[src/rtl/microseq_pkg.sv]
// Shared definitions for the microcode sequencer: sequencing opcodes, FSM states,
// and microword layout helpers (ctrl | seq_op | cond_sel | next_addr, MSB to LSB).
package microseq_pkg;

  localparam logic [2:0] SEQ_NEXT     = 3'd0;
  localparam logic [2:0] SEQ_JUMP     = 3'd1;
  localparam logic [2:0] SEQ_BRT      = 3'd2;
  localparam logic [2:0] SEQ_BRF      = 3'd3;
  localparam logic [2:0] SEQ_DISPATCH = 3'd4;
  localparam logic [2:0] SEQ_CALL     = 3'd5;
  localparam logic [2:0] SEQ_RET      = 3'd6;
  localparam logic [2:0] SEQ_WAIT     = 3'd7;

  typedef enum logic [1:0] {
    ST_BOOT  = 2'd0,
    ST_RUN   = 2'd1,
    ST_FAULT = 2'd2
  } state_t;

  function automatic int cond_sel_w(input int num_cond);
    return (num_cond <= 2) ? 1 : $clog2(num_cond);
  endfunction

  function automatic int level_w(input int depth);
    return $clog2(depth + 1);
  endfunction

  function automatic int word_w(input int addr_w, input int ctrl_w, input int num_cond);
    return ctrl_w + 3 + cond_sel_w(num_cond) + addr_w;
  endfunction

  function automatic int csel_lsb(input int addr_w);
    return addr_w;
  endfunction

  function automatic int op_lsb(input int addr_w, input int num_cond);
    return addr_w + cond_sel_w(num_cond);
  endfunction

  function automatic int ctrl_lsb(input int addr_w, input int num_cond);
    return addr_w + cond_sel_w(num_cond) + 3;
  endfunction

endpackage

[src/rtl/microseq_store_if.sv]
// Decoder/datapath-facing bundle of the micro-sequencer; write-patch signals exist
// only when MICROSEQ_WRITE_EN is defined.
interface microseq_store_if
  import microseq_pkg::*;
#(
  parameter int ADDR_W      = 5,
  parameter int CTRL_W      = 31,
  parameter int NUM_COND    = 4,
  parameter int STACK_DEPTH = 4
);
  logic                              restart;
  logic                              stall;
  logic [NUM_COND-1:0]               cond;
  logic [ADDR_W-1:0]                 dispatch_addr;
  logic [CTRL_W-1:0]                 cs;
  logic                              cs_valid;
  logic [ADDR_W-1:0]                 upc;
  logic [level_w(STACK_DEPTH)-1:0]   stack_level;
  logic                              fault;
`ifdef MICROSEQ_WRITE_EN
  logic                                           wr_en;
  logic [ADDR_W-1:0]                              wr_addr;
  logic [word_w(ADDR_W, CTRL_W, NUM_COND)-1:0]    wr_data;
`endif

  modport master (
`ifdef MICROSEQ_WRITE_EN
    output wr_en, wr_addr, wr_data,
`endif
    output restart, stall, cond, dispatch_addr,
    input  cs, cs_valid, upc, stack_level, fault
  );

  modport slave (
`ifdef MICROSEQ_WRITE_EN
    input  wr_en, wr_addr, wr_data,
`endif
    input  restart, stall, cond, dispatch_addr,
    output cs, cs_valid, upc, stack_level, fault
  );
endinterface

[src/rtl/microseq_stack.sv]
// Return-address LIFO; push is ignored when full and pop when empty, so the caller
// can detect overflow/underflow from full/empty before committing.
module microseq_stack
  import microseq_pkg::*;
#(
  parameter int DEPTH = 4,
  parameter int W     = 5,
  parameter int LVL_W = level_w(DEPTH)
) (
  input  logic             clk,
  input  logic             rst,
  input  logic             clr,
  input  logic             push,
  input  logic             pop,
  input  logic [W-1:0]     din,
  output logic [W-1:0]     top,
  output logic             full,
  output logic             empty,
  output logic [LVL_W-1:0] level
);
  localparam int PTR_W = (DEPTH > 1) ? $clog2(DEPTH) : 1;

  logic [W-1:0]     mem [DEPTH];
  logic [LVL_W-1:0] lvl;
  logic [PTR_W-1:0] wr_ptr, rd_ptr;
  logic             do_push, do_pop;

  assign wr_ptr  = PTR_W'(lvl);
  assign rd_ptr  = wr_ptr - PTR_W'(1);
  assign full    = (lvl == LVL_W'(DEPTH));
  assign empty   = (lvl == '0);
  assign level   = lvl;
  assign top     = mem[rd_ptr];
  assign do_push = push && !full && !clr;
  assign do_pop  = pop && !empty && !clr;

  always_ff @(posedge clk or posedge rst) begin
    if (rst)          lvl <= '0;
    else if (clr)     lvl <= '0;
    else if (do_push) lvl <= lvl + LVL_W'(1);
    else if (do_pop)  lvl <= lvl - LVL_W'(1);
  end

  // Entries need no reset: only the level says which ones are live.
  always_ff @(posedge clk) begin
    if (do_push) mem[wr_ptr] <= din;
  end
endmodule

[src/rtl/microseq_store.sv]
// Microcode store with registered micro-PC sequencer and hardware return stack.
// Define MICROSEQ_WRITE_EN to add the in-field microcode write port.
module microseq_store
  import microseq_pkg::*;
#(
  parameter int ADDR_W      = 5,
  parameter int CTRL_W      = 31,
  parameter int NUM_COND    = 4,
  parameter int STACK_DEPTH = 4,
  parameter int RESET_ADDR  = 0,
  parameter     INIT_FILE   = "",
  parameter logic [word_w(ADDR_W, CTRL_W, NUM_COND)-1:0] DEFAULT_WORD = '0
) (
  input logic             clk,
  input logic             rst,
  microseq_store_if.slave bus
);
  localparam int CSW    = cond_sel_w(NUM_COND);
  localparam int WORD_W = word_w(ADDR_W, CTRL_W, NUM_COND);
  localparam int DEPTH  = 2 ** ADDR_W;
  localparam int LVL_W  = level_w(STACK_DEPTH);
  localparam int CSEL_L = csel_lsb(ADDR_W);
  localparam int OP_L   = op_lsb(ADDR_W, NUM_COND);
  localparam int CTRL_L = ctrl_lsb(ADDR_W, NUM_COND);
  localparam logic [ADDR_W-1:0] RST_A = ADDR_W'(RESET_ADDR);

  logic [WORD_W-1:0] mem [DEPTH] = '{default: DEFAULT_WORD};

`ifdef MICROSEQ_WRITE_EN
  always_ff @(posedge clk) begin
    if (bus.wr_en) mem[bus.wr_addr] <= bus.wr_data;
  end
`endif

  state_t            state;
  logic [ADDR_W-1:0] upc, upc_inc, nxt, fetch_addr, tgt, stk_top;
  logic [CTRL_W-1:0] cs, fetch_ctrl;
  logic [2:0]        op;
  logic [CSW-1:0]    csel;
  logic              cs_valid, fault, hit, run, push, pop, bad;
  logic              stk_full, stk_empty;
  logic [LVL_W-1:0]  stk_level;

  assign op      = mem[upc][OP_L +: 3];
  assign csel    = mem[upc][CSEL_L +: CSW];
  assign tgt     = mem[upc][ADDR_W-1:0];
  assign upc_inc = upc + ADDR_W'(1);
  assign hit     = (int'(csel) < NUM_COND) && bus.cond[csel];
  assign run     = (state == ST_RUN) && !bus.stall && !bus.restart;

  always_comb begin
    nxt  = upc_inc;
    push = 1'b0;
    pop  = 1'b0;
    bad  = 1'b0;
    case (op)
      SEQ_JUMP:     nxt = tgt;
      SEQ_BRT:      if (hit) nxt = tgt;
      SEQ_BRF:      if (!hit) nxt = tgt;
      SEQ_DISPATCH: nxt = bus.dispatch_addr;
      SEQ_CALL:     if (stk_full) bad = 1'b1;
                    else begin push = run; nxt = tgt; end
      SEQ_RET:      if (stk_empty) bad = 1'b1;
                    else begin pop = run; nxt = stk_top; end
      SEQ_WAIT:     if (!hit) nxt = upc;
      default:      ;
    endcase
  end

  // One read port serves every fetch: restart/BOOT fetch RESET_ADDR, RUN fetches nxt.
  assign fetch_addr = (bus.restart || state == ST_BOOT) ? RST_A : nxt;

  always_comb begin
    fetch_ctrl = mem[fetch_addr][CTRL_L +: CTRL_W];
`ifdef MICROSEQ_WRITE_EN
    if (bus.wr_en && bus.wr_addr == fetch_addr) fetch_ctrl = bus.wr_data[CTRL_L +: CTRL_W];
`endif
  end

  always_ff @(posedge clk or posedge rst) begin
    if (rst) begin
      state    <= ST_BOOT;
      upc      <= RST_A;
      cs       <= '0;
      cs_valid <= 1'b0;
      fault    <= 1'b0;
    end else if (bus.restart) begin
      state    <= ST_RUN;
      upc      <= RST_A;
      cs       <= fetch_ctrl;
      cs_valid <= 1'b1;
      fault    <= 1'b0;
    end else begin
      case (state)
        ST_BOOT: begin
          state    <= ST_RUN;
          cs       <= fetch_ctrl;
          cs_valid <= 1'b1;
        end
        ST_RUN: if (!bus.stall) begin
          if (bad) begin
            state    <= ST_FAULT;
            fault    <= 1'b1;
            cs       <= '0;
            cs_valid <= 1'b0;
          end else begin
            upc <= nxt;
            cs  <= fetch_ctrl;
          end
        end
        default: ;
      endcase
    end
  end

  microseq_stack #(.DEPTH(STACK_DEPTH), .W(ADDR_W), .LVL_W(LVL_W)) u_stack (
    .clk   (clk),
    .rst   (rst),
    .clr   (bus.restart),
    .push  (push),
    .pop   (pop),
    .din   (upc_inc),
    .top   (stk_top),
    .full  (stk_full),
    .empty (stk_empty),
    .level (stk_level)
  );

  assign bus.cs          = cs;
  assign bus.cs_valid    = cs_valid;
  assign bus.upc         = upc;
  assign bus.stack_level = stk_level;
  assign bus.fault       = fault;
endmodule
[src/flat_wrapper.sv]
// flat-port wrapper written by rule: the top's interface ports become plain ports
module microseq_store_flat import microseq_pkg::*;
#(
  parameter int ADDR_W      = 5,
  parameter int CTRL_W      = 31,
  parameter int NUM_COND    = 4,
  parameter int STACK_DEPTH = 4,
  parameter int RESET_ADDR  = 0,
  parameter     INIT_FILE   = "",
  parameter logic [word_w(ADDR_W, CTRL_W, NUM_COND)-1:0] DEFAULT_WORD = '0
)
  (clk, rst, bus_restart, bus_stall, bus_cond, bus_dispatch_addr, bus_cs, bus_cs_valid, bus_upc, bus_stack_level, bus_fault);
  microseq_store_if #(.ADDR_W(ADDR_W), .CTRL_W(CTRL_W), .NUM_COND(NUM_COND), .STACK_DEPTH(STACK_DEPTH)) bus_i ();
  input logic clk;
  input logic rst;
  input wire logic [$bits(bus_i.restart)-1:0] bus_restart;
  input wire logic [$bits(bus_i.stall)-1:0] bus_stall;
  input wire logic [$bits(bus_i.cond)-1:0] bus_cond;
  input wire logic [$bits(bus_i.dispatch_addr)-1:0] bus_dispatch_addr;
  output wire logic [$bits(bus_i.cs)-1:0] bus_cs;
  output wire logic [$bits(bus_i.cs_valid)-1:0] bus_cs_valid;
  output wire logic [$bits(bus_i.upc)-1:0] bus_upc;
  output wire logic [$bits(bus_i.stack_level)-1:0] bus_stack_level;
  output wire logic [$bits(bus_i.fault)-1:0] bus_fault;
  assign bus_i.restart = bus_restart;
  assign bus_i.stall = bus_stall;
  assign bus_i.cond = bus_cond;
  assign bus_i.dispatch_addr = bus_dispatch_addr;
  assign bus_cs = bus_i.cs;
  assign bus_cs_valid = bus_i.cs_valid;
  assign bus_upc = bus_i.upc;
  assign bus_stack_level = bus_i.stack_level;
  assign bus_fault = bus_i.fault;
  microseq_store #(.ADDR_W(ADDR_W), .CTRL_W(CTRL_W), .NUM_COND(NUM_COND), .STACK_DEPTH(STACK_DEPTH), .RESET_ADDR(RESET_ADDR), .INIT_FILE(INIT_FILE), .DEFAULT_WORD(DEFAULT_WORD)) u_core (.clk(clk), .rst(rst), .bus(bus_i));
endmodule
[config.mk]
export PLATFORM = sky130hd
export DESIGN_NAME = microseq_store_flat
export DESIGN_NICKNAME = d
export VERILOG_FILES = /design/src/rtl/microseq_pkg.sv /design/src/rtl/microseq_store_if.sv /design/src/rtl/microseq_stack.sv /design/src/rtl/microseq_store.sv /design/src/flat_wrapper.sv
export SDC_FILE = /design/constraint.sdc
export NUM_CORES = 1
export LEC_CHECK = 0
export ABC_AREA = 1
export CORE_MARGIN = 4
export CORE_UTILIZATION = 30
export CTS_CLUSTER_DIAMETER = 120
export CTS_CLUSTER_SIZE = 20
export DETAILED_ROUTE_END_ITERATION = 8
export HOLD_SLACK_MARGIN = 0.12
export PLACE_DENSITY = 0.57
export SLEW_MARGIN = 20
export SYNTH_ARGS = -nofsm -noshare
export SYNTH_HDL_FRONTEND = slang
export SYNTH_HIERARCHICAL = 1
export SYNTH_SLANG_ARGS = --single-unit
export TNS_END_PERCENT = 10
[constraint.sdc]
create_clock -name clk -period 1.7 [get_ports clk]
set_input_delay 0.17 -clock clk [delete_from_list [all_inputs] [get_ports clk]]
set_output_delay 0.17 -clock clk [all_outputs]
set_load 0.005 [all_outputs]
==> summary.txt <==
H-tree levels: 1
Worst EP required: 1.53 ns
Vias: 601
clock tree buffer depth: 2
Resize count post-CTS: 0
IO Pins: 54
CP max stage delay: 0.55 ns
vias per inst: 3.73
FP Rows: 18
Hold-fix buffers, CTS: 1
worst skew pair latency: 0.26 ns
vias in the first global route: 475
Post-Synthesis Cells: 110
Leak: 0.000497 uW
total power: 800 uW
Post-DRT Antenna Nets: 0
n_diodes: 0
TritonCTS clock tree: yes
Buf/Inv on CP: 1
Fin Setup TNS: 0 ns
Clock Skew: 0.00468 ns
area delta synth->final: 10.6%
Worst setup EP type: output port
Slowest-stage cell, CP: clkdlybuf4s50_1
initial antenna violation count: 0
largest net degree at the start of global routing: 8
Final Wtd Congestion: 0.769
CP delay by family, top: buffers and inverters
Max Fanout on Critical Path: 7
Die Footprint: 3700 sq um
Setup Viol. Count Final: 0
GRT overflow: 0
pwr dens: 862 nW/um^2
Syn Area/Cell: 7.62 sq um
Buffers on Ports: 12
Core ar.: 2570 sq um
synth warn: 6
first-pass GRT wire length: 2020 um
Layout Nets: 148
worst vdd ir: 654 uV
Startpoint Class: flip-flop
minimum clock period: 1.45 ns
Routed WL: 1320 um
critical path data arrival time: 1.28 ns
final routed DRC violation total: 0
Mapped Area: 838 sq um
Slew Viols, Final: 0
final hold viol count: 0
Die Y: 60.9 um
fin crit share: 0.851
share of layout cells above drive strength 1: 0.122
DRT iter0 DRCs: 5
Routed WL per cell: 8.20 um
die width: 60.9 um
DRT Pass-1 Iters: 4
Initial Util: 0.327
clock sink count: 9
HPWL after detailed placement: 1100 um
RSZ-0062 raised after global routing: false
CP Cell Sequence: clkdlybuf4s50_1
root buffer cell: clkbuf_4
Clock transition at path regs: 0.06 ns
post-CTS setup buffer count: 0
GR Util All Layers: 0.0745
cts bufs inserted: 3
f_max: 692 MHz
Worst Hold Class: flip-flop to flip-flop
crit path kind: flip-flop to output port
status: finished, final reports clean
MaxCap Viol Count: 0
[cell usage in the layout (no fill, tap or decap), types with 3 or more instances in the layout]
cell type,n
dfrtp_1,9
nand2_1,22
nand4_1,3
clkbuf_4,3
clkdlybuf4s50_1,12
conb_1,38
nand3_1,4
ha_1,3
inv_1,13
[through the flow]
step	instance area (sq um)	util	setup slack, ns	hold WS [ns]	instances
final	927	0.361	0.254	0.543	161
after global routing	927	0.361	0.188	0.602	161
after CTS	927	0.361	0.244	0.543	161
after detailed placement	891	0.347	0.411	0.395	156
after global placement	891	0.347	0.434	0.385	156
after floorplan	973	-	0.495	-0.0764	146
[metal layers]
layer  vias up  share of wire  track usage
met1       255           0.39       0.0900
met4         0              0      0.00929
li1        310              -            -
met5         -              0            0
met3         0           0.13       0.0426
met2        36           0.47        0.119
[worst paths after layout]
path,startpoint,to,slack [ns],cells after the start
setup / recovery,u_core/bus.upc[2]$_DFFE_PP0P_,bus_upc[2],0.25,1
hold / removal,u_core/bus.upc[4]$_DFFE_PP0P_,u_core/bus.upc[4]$_DFFE_PP0P_,0.54,2
setup reg to reg,u_core/u_stack/level[1]$_DFFE_PP0P_,u_core/u_stack/level[2]$_DFFE_PP0P_,0.42,8
hold reg to reg,u_core/bus.upc[4]$_DFFE_PP0P_,u_core/bus.upc[4]$_DFFE_PP0P_,0.54,2
max in group asynchronous,rst,u_core/bus.upc[3]$_DFFE_PP0P_,0.77,3
min in group asynchronous,rst,u_core/u_stack/level[2]$_DFFE_PP0P_,0.69,3
[sequential cells by signal, summed over array words and instances, names as in the netlist]
signal / cells
u_core/u_stack/level: 3
u_core/bus.cs_valid: 1
u_core/bus.upc: 5
[cell type report]
| type | count | area, sq um |
|---|---|---|
| Clock buffer | 4 | 26.3 |
| Fill cell | 277 | 1640 |
| Multi-Input combinational cell | 89 | 444 |
| Inverter | 15 | 56.3 |
| Sequential cell | 9 | 225 |
| Tap cell | 30 | 37.5 |
| Timing Repair Buffer | 14 | 138 |
[power breakdown]
part | switching [uW] | leakage, uW | internal (uW)
sequential | 40.4 | 0.000119 | 248
clock | 69.4 | 0.0000150 | 90.1
combinational | 191 | 0.000363 | 161
total | 301 | 0.000497 | 499
Note: power is estimated with default switching activity, not from simulation.
==> RTL edit 1: new RTL, same flow settings <==
Encoding of `state_t`: now one-hot (3 bits for 3 states).
--- a/src/rtl/microseq_pkg.sv
+++ b/src/rtl/microseq_pkg.sv
@@ -13,6 +13,6 @@
 
-  typedef enum logic [1:0] {
-    ST_BOOT  = 2'd0,
-    ST_RUN   = 2'd1,
-    ST_FAULT = 2'd2
+  typedef enum logic [2:0] {
+    ST_BOOT  = 3'b001,
+    ST_RUN   = 3'b010,
+    ST_FAULT = 3'b100
   } state_t;
Check against the original RTL: no difference found for any inputs over 10 cycles, from zero or initial values and one cycle with rst high; not proved beyond that.
==> RTL edit 1 against the original RTL <==
Final area up 1.6%; worst setup slack worse by 0.0045 ns; power up 4.1%; synthesized cell count down 0.91%; area after synthesis up 1.9%; sequential power up 7%; sequential cell count up 1; wire length up 2.1%; critical endpoint is now bus_stack_level[2]; largest power group unchanged.
==> RTL edit 1: results (changes against the original RTL) <==
| Metric | Value |
|---|---|
| Status | complete, no violations |
| First-pass GRT wire length | 2100 microns (+3.8%) |
| Register-to-Register Path Depth | 3 (-5) |
| Vias in the first global route | 521 (+9.7%) |
| H-tree levels | 1 (unchanged) |
| Share of layout cells above drive strength 1 | 14.2% (+2.0 points) |
| Pre-CTS worst setup slack | 0.443 ns (+0.0319 ns) |
| Final WL | 1350 microns (+2.1%) |
| Setup_tns | 0 ns (unchanged) |
| DPL Wire Length | 1130 microns (+2.7%) |
| Max Clock Freq | 689 MHz (-0.31%) |
| Number of flip-flops in the largest register | 5 (unchanged) |
| Worst r2r dst | u_core/u_stack/level[1] |
| Top reg by flops | u_core/bus.upc |
| Clock transition at path regs | 0.07 ns |
| Critical-path maximum fanout | 6 (-1) |
| CP max stage cell | clkdlybuf4s50_1 |
| GP Congestion | 0.723 (-6.0%) |
| Seq Cell Count | 10 (+1) |
| Placed Area | 896 sq um (+0.56%) |
| Post-Syn Instances | 109 (-0.91%) |
| R2r startpoint | u_core/u_stack/level[0] |
| Crit-path leading delay family | buffers and inverters |
| Worst-Skew Late Latency | 0.27 ns |
| # port buffers | 12 (unchanged) |
| Via count | 607 (+1.0%) |
| Max incr delay on CP | 0.55 ns (about the same) |
| Largest net degree at the start of global routing | 9 (+1) |
| Clock tree buffer depth | 2 (unchanged) |
| Total inserted antenna cells | 0 (unchanged) |
| Fin nets | 144 (-2.7%) |
| Inverter count | 15 (unchanged) |
| Synth Warn # | 6 (unchanged) |
| CTS buffer count | 3 (unchanged) |
| Leakage power | 0.510 nW (+2.5%) |
| Routed vias/inst | 3.84 (+2.9%) |
| Buffers, non-clock | 13 (-1) |
| CP arrival | 1.28 ns (about the same) |
| Maximum VDD drop | 425 uV (-35%) |
| Worst setup path endpoint | bus_stack_level[2] |
| Post-CTS sizing | 0 (unchanged) |
| Syn_area_per_cell | 7.84 sq um (+2.9%) |
| First drt pass iteration count | 4 (unchanged) |
| GR Util All Layers | 7.72% (+0.27 points) |
| Number of multi-input logic gates | 85 (-4.5%) |
| Clock Skew | 0.00715 ns (+0.00247 ns) |
| Post-CTS Setup Inserts | 0 (unchanged) |
| Initial antenna violation count | 0 (unchanged) |
| Clock Buffer Count | 4 (unchanged) |
| Layout filler cell count | 299 (+7.9%) |
| Multi-input logic area | 429 sq um (-3.4%) |
| FF-to-FF setup slack | 0.55 ns (+0.13 ns) |
| Hold buffers post-CTS | 1 (unchanged) |
| Placed insts | 153 (-1.9%) |
| Buffering overhead | 13.8% (-1.0 points) |
| Iter 0 DRT Violations | 10 (+5) |
| Clock-cell share | 3.85% (+1.0 points) |
| Seq/total area | 26.7% (+2.4 points) |
| Crit path from | u_core/u_stack/level[2] |
| Register Area | 251 sq um (+12%) |
RTL edit 1: report_power, final:
part	internal (W)	total, W	switching, W
sequential	0.000268	0.000307	0.0000388
clock	0.000130	0.000210	0.0000797
combinational	0.000150	0.000315	0.000165
total	0.000549	0.000832	0.000283
RTL edit 1: worst min-delay path by stage:
stage | startpoint | to | slack, ns | depth (start not counted)
CTS | u_core/state[0] | u_core/state[0] | 0.48 | 2
global placement | rst | u_core/u_stack/level[0] | 0.38 | 2
detailed placement | rst | u_core/u_stack/level[1] | 0.40 | 2
global route | u_core/state[0] | u_core/state[0] | 0.52 | 2
floorplan | rst | u_core/u_stack/level[0] | -0.08 | 1
finish | u_core/state[0] | u_core/state[0] | 0.48 | 2
RTL edit 1: routing by layer:
| metal | part of all wire [%] | vias up | track usage (%) |
|---|---|---|---|
| met5 | 0 | - | 0 |
| li1 | - | 305 | - |
| met2 | 48 | 29 | 12.7 |
| met1 | 38 | 271 | 8.73 |
| met3 | 13 | 2 | 2.52 |
| met4 | 1.3 | 0 | 4.55 |
==> RTL edit 2: new RTL, same settings <==
Made on the original files. `ADDR_W` is set to 5 in 3 places; all go to 6.
--- a/src/rtl/microseq_store_if.sv
+++ b/src/rtl/microseq_store_if.sv
@@ -5,3 +5,3 @@
 #(
-  parameter int ADDR_W      = 5,
+  parameter int ADDR_W      = 6,
   parameter int CTRL_W      = 31,
--- a/src/rtl/microseq_store.sv
+++ b/src/rtl/microseq_store.sv
@@ -5,3 +5,3 @@
 #(
-  parameter int ADDR_W      = 5,
+  parameter int ADDR_W      = 6,
   parameter int CTRL_W      = 31,
--- a/src/flat_wrapper.sv
+++ b/src/flat_wrapper.sv
@@ -3,3 +3,3 @@
 #(
-  parameter int ADDR_W      = 5,
+  parameter int ADDR_W      = 6,
   parameter int CTRL_W      = 31,
Ports: changed (resized bus_dispatch_addr and bus_upc); port bits go from 54 to 56. No check against the original RTL was run, so the function may have changed too.
==> RTL edit 2 against the original RTL <==
Area after synthesis grew 9.3%; combinational power grew 6.0%; power grew 5.7%; sequential cell count grew 1; final cell count grew 7.5%; critical path depth is the same; worst setup slack gained 0.0040 ns; final area grew 8.0%; maximum frequency grew 0.27%; global-route usage grew 0.30 points; wire length grew 20%; largest cell class unchanged.
==> RTL edit 2: results (changes against the original RTL) <==
| Metric | Value |
|---|---|
| Post-CTS sizing | 0 (unchanged) |
| Synth Warn # | 6 (unchanged) |
| Leakage power | 0.541 nW (+8.8%) |
| # port buffers | 13 (+1) |
| Sw Share | 38.6% (+0.92 points) |
| Buffering overhead | 14.0% (-0.84 points) |
| Fin nets | 161 (+8.8%) |
| WL per Instance | 9.14 microns (+12%) |
| Status | complete, no violations |
| Clock Skew | 0.00430 ns (-0.000380 ns) |
| Seq Cell Count | 10 (+1) |
| Maximum VDD drop | 287 uV (-56%) |
| Placed insts | 169 (+8.3%) |
| Area of the core | 2830 sq um (+10%) |
| GRT met1 Usage | 7.72% (-1.3 points) |
| GR Util All Layers | 7.75% (+0.30 points) |
| Switching pwr | 0.000326 W (+8.3%) |
| Initial antenna violation count | 0 (unchanged) |
| Layout filler cell count | 304 (+9.7%) |
| Pre-CTS worst setup slack | 0.247 ns (-0.164 ns) |
| Routing usage on met3 | 3.02% (-1.2 points) |
| Final WL | 1580 microns (+20%) |
| First-pass GRT wire length | 2470 microns (+22%) |
| First drt pass iteration count | 4 (unchanged) |
| Placed Area | 968 sq um (+8.7%) |
| Vias in the first global route | 588 (+24%) |
| DPL Wire Length | 1340 microns (+22%) |
| Seq/total area | 25.0% (+0.71 points) |
| Clock Buffer Count | 3 (-1) |
| Number of multi-input logic gates | 97 (+9.0%) |
| Multi-input logic area | 482 sq um (+8.5%) |
| CP arrival | 1.27 ns |
| Via count | 665 (+11%) |
| Critical-path maximum fanout | 7 (unchanged) |
| CTS Root Buffer Type | clkbuf_4 |
| Share of layout cells above drive strength 1 | 12.7% (+0.46 points) |
| Clock-cell share | 2.25% (-0.58 points) |
| GP Congestion | 0.791 (+2.8%) |
| Total inserted antenna cells | 0 (unchanged) |
| Min-delay src | u_core/bus.upc[4] |
| Crit path from | u_core/bus.upc[0] |
| Clock tree buffer depth | 2 (unchanged) |
| Combinational Power Share | 44.1% (about the same) |
| Met2 GRT Util | 14.2% (+2.3 points) |
| Sequential share of power | 37.2% (+1.2 points) |
| Finished Cell Area | 1000 sq um (+8.0%) |
| Inverter count | 18 (+3) |
| Syn_area_per_cell | 7.51 sq um (-1.5%) |
| Number of flip-flops in the largest register | 6 (+1) |
| Iter 0 DRT Violations | 8 (+3) |
RTL edit 2: path summary, 6_finish.rpt:
| path | endpoint | slack, ns |
|---|---|---|
| max in group asynchronous | u_core/bus.upc[0] | 0.74 |
| hold / removal | u_core/bus.upc[4] | 0.56 |
| setup / recovery | bus_upc[0] | 0.26 |
| setup reg to reg | u_core/u_stack/level[2] | 0.41 |
| min in group asynchronous | u_core/u_stack/level[0] | 0.68 |
| hold reg to reg | u_core/bus.upc[4] | 0.56 |
RTL edit 2: tightest hold or removal path: cells and delay by family, from the launching register on:
family           cells  cell delay, ns
flip-flops           1            0.39
AND/OR/NAND/NOR      2            0.13
RTL edit 2: per-layer routing:
metal | wire (microns) | share of wire, %
met1 | 586 | 37
met2 | 833 | 53
met3 | 145 | 9.2
met4 | 17 | 1.1
met5 | 0 | 0
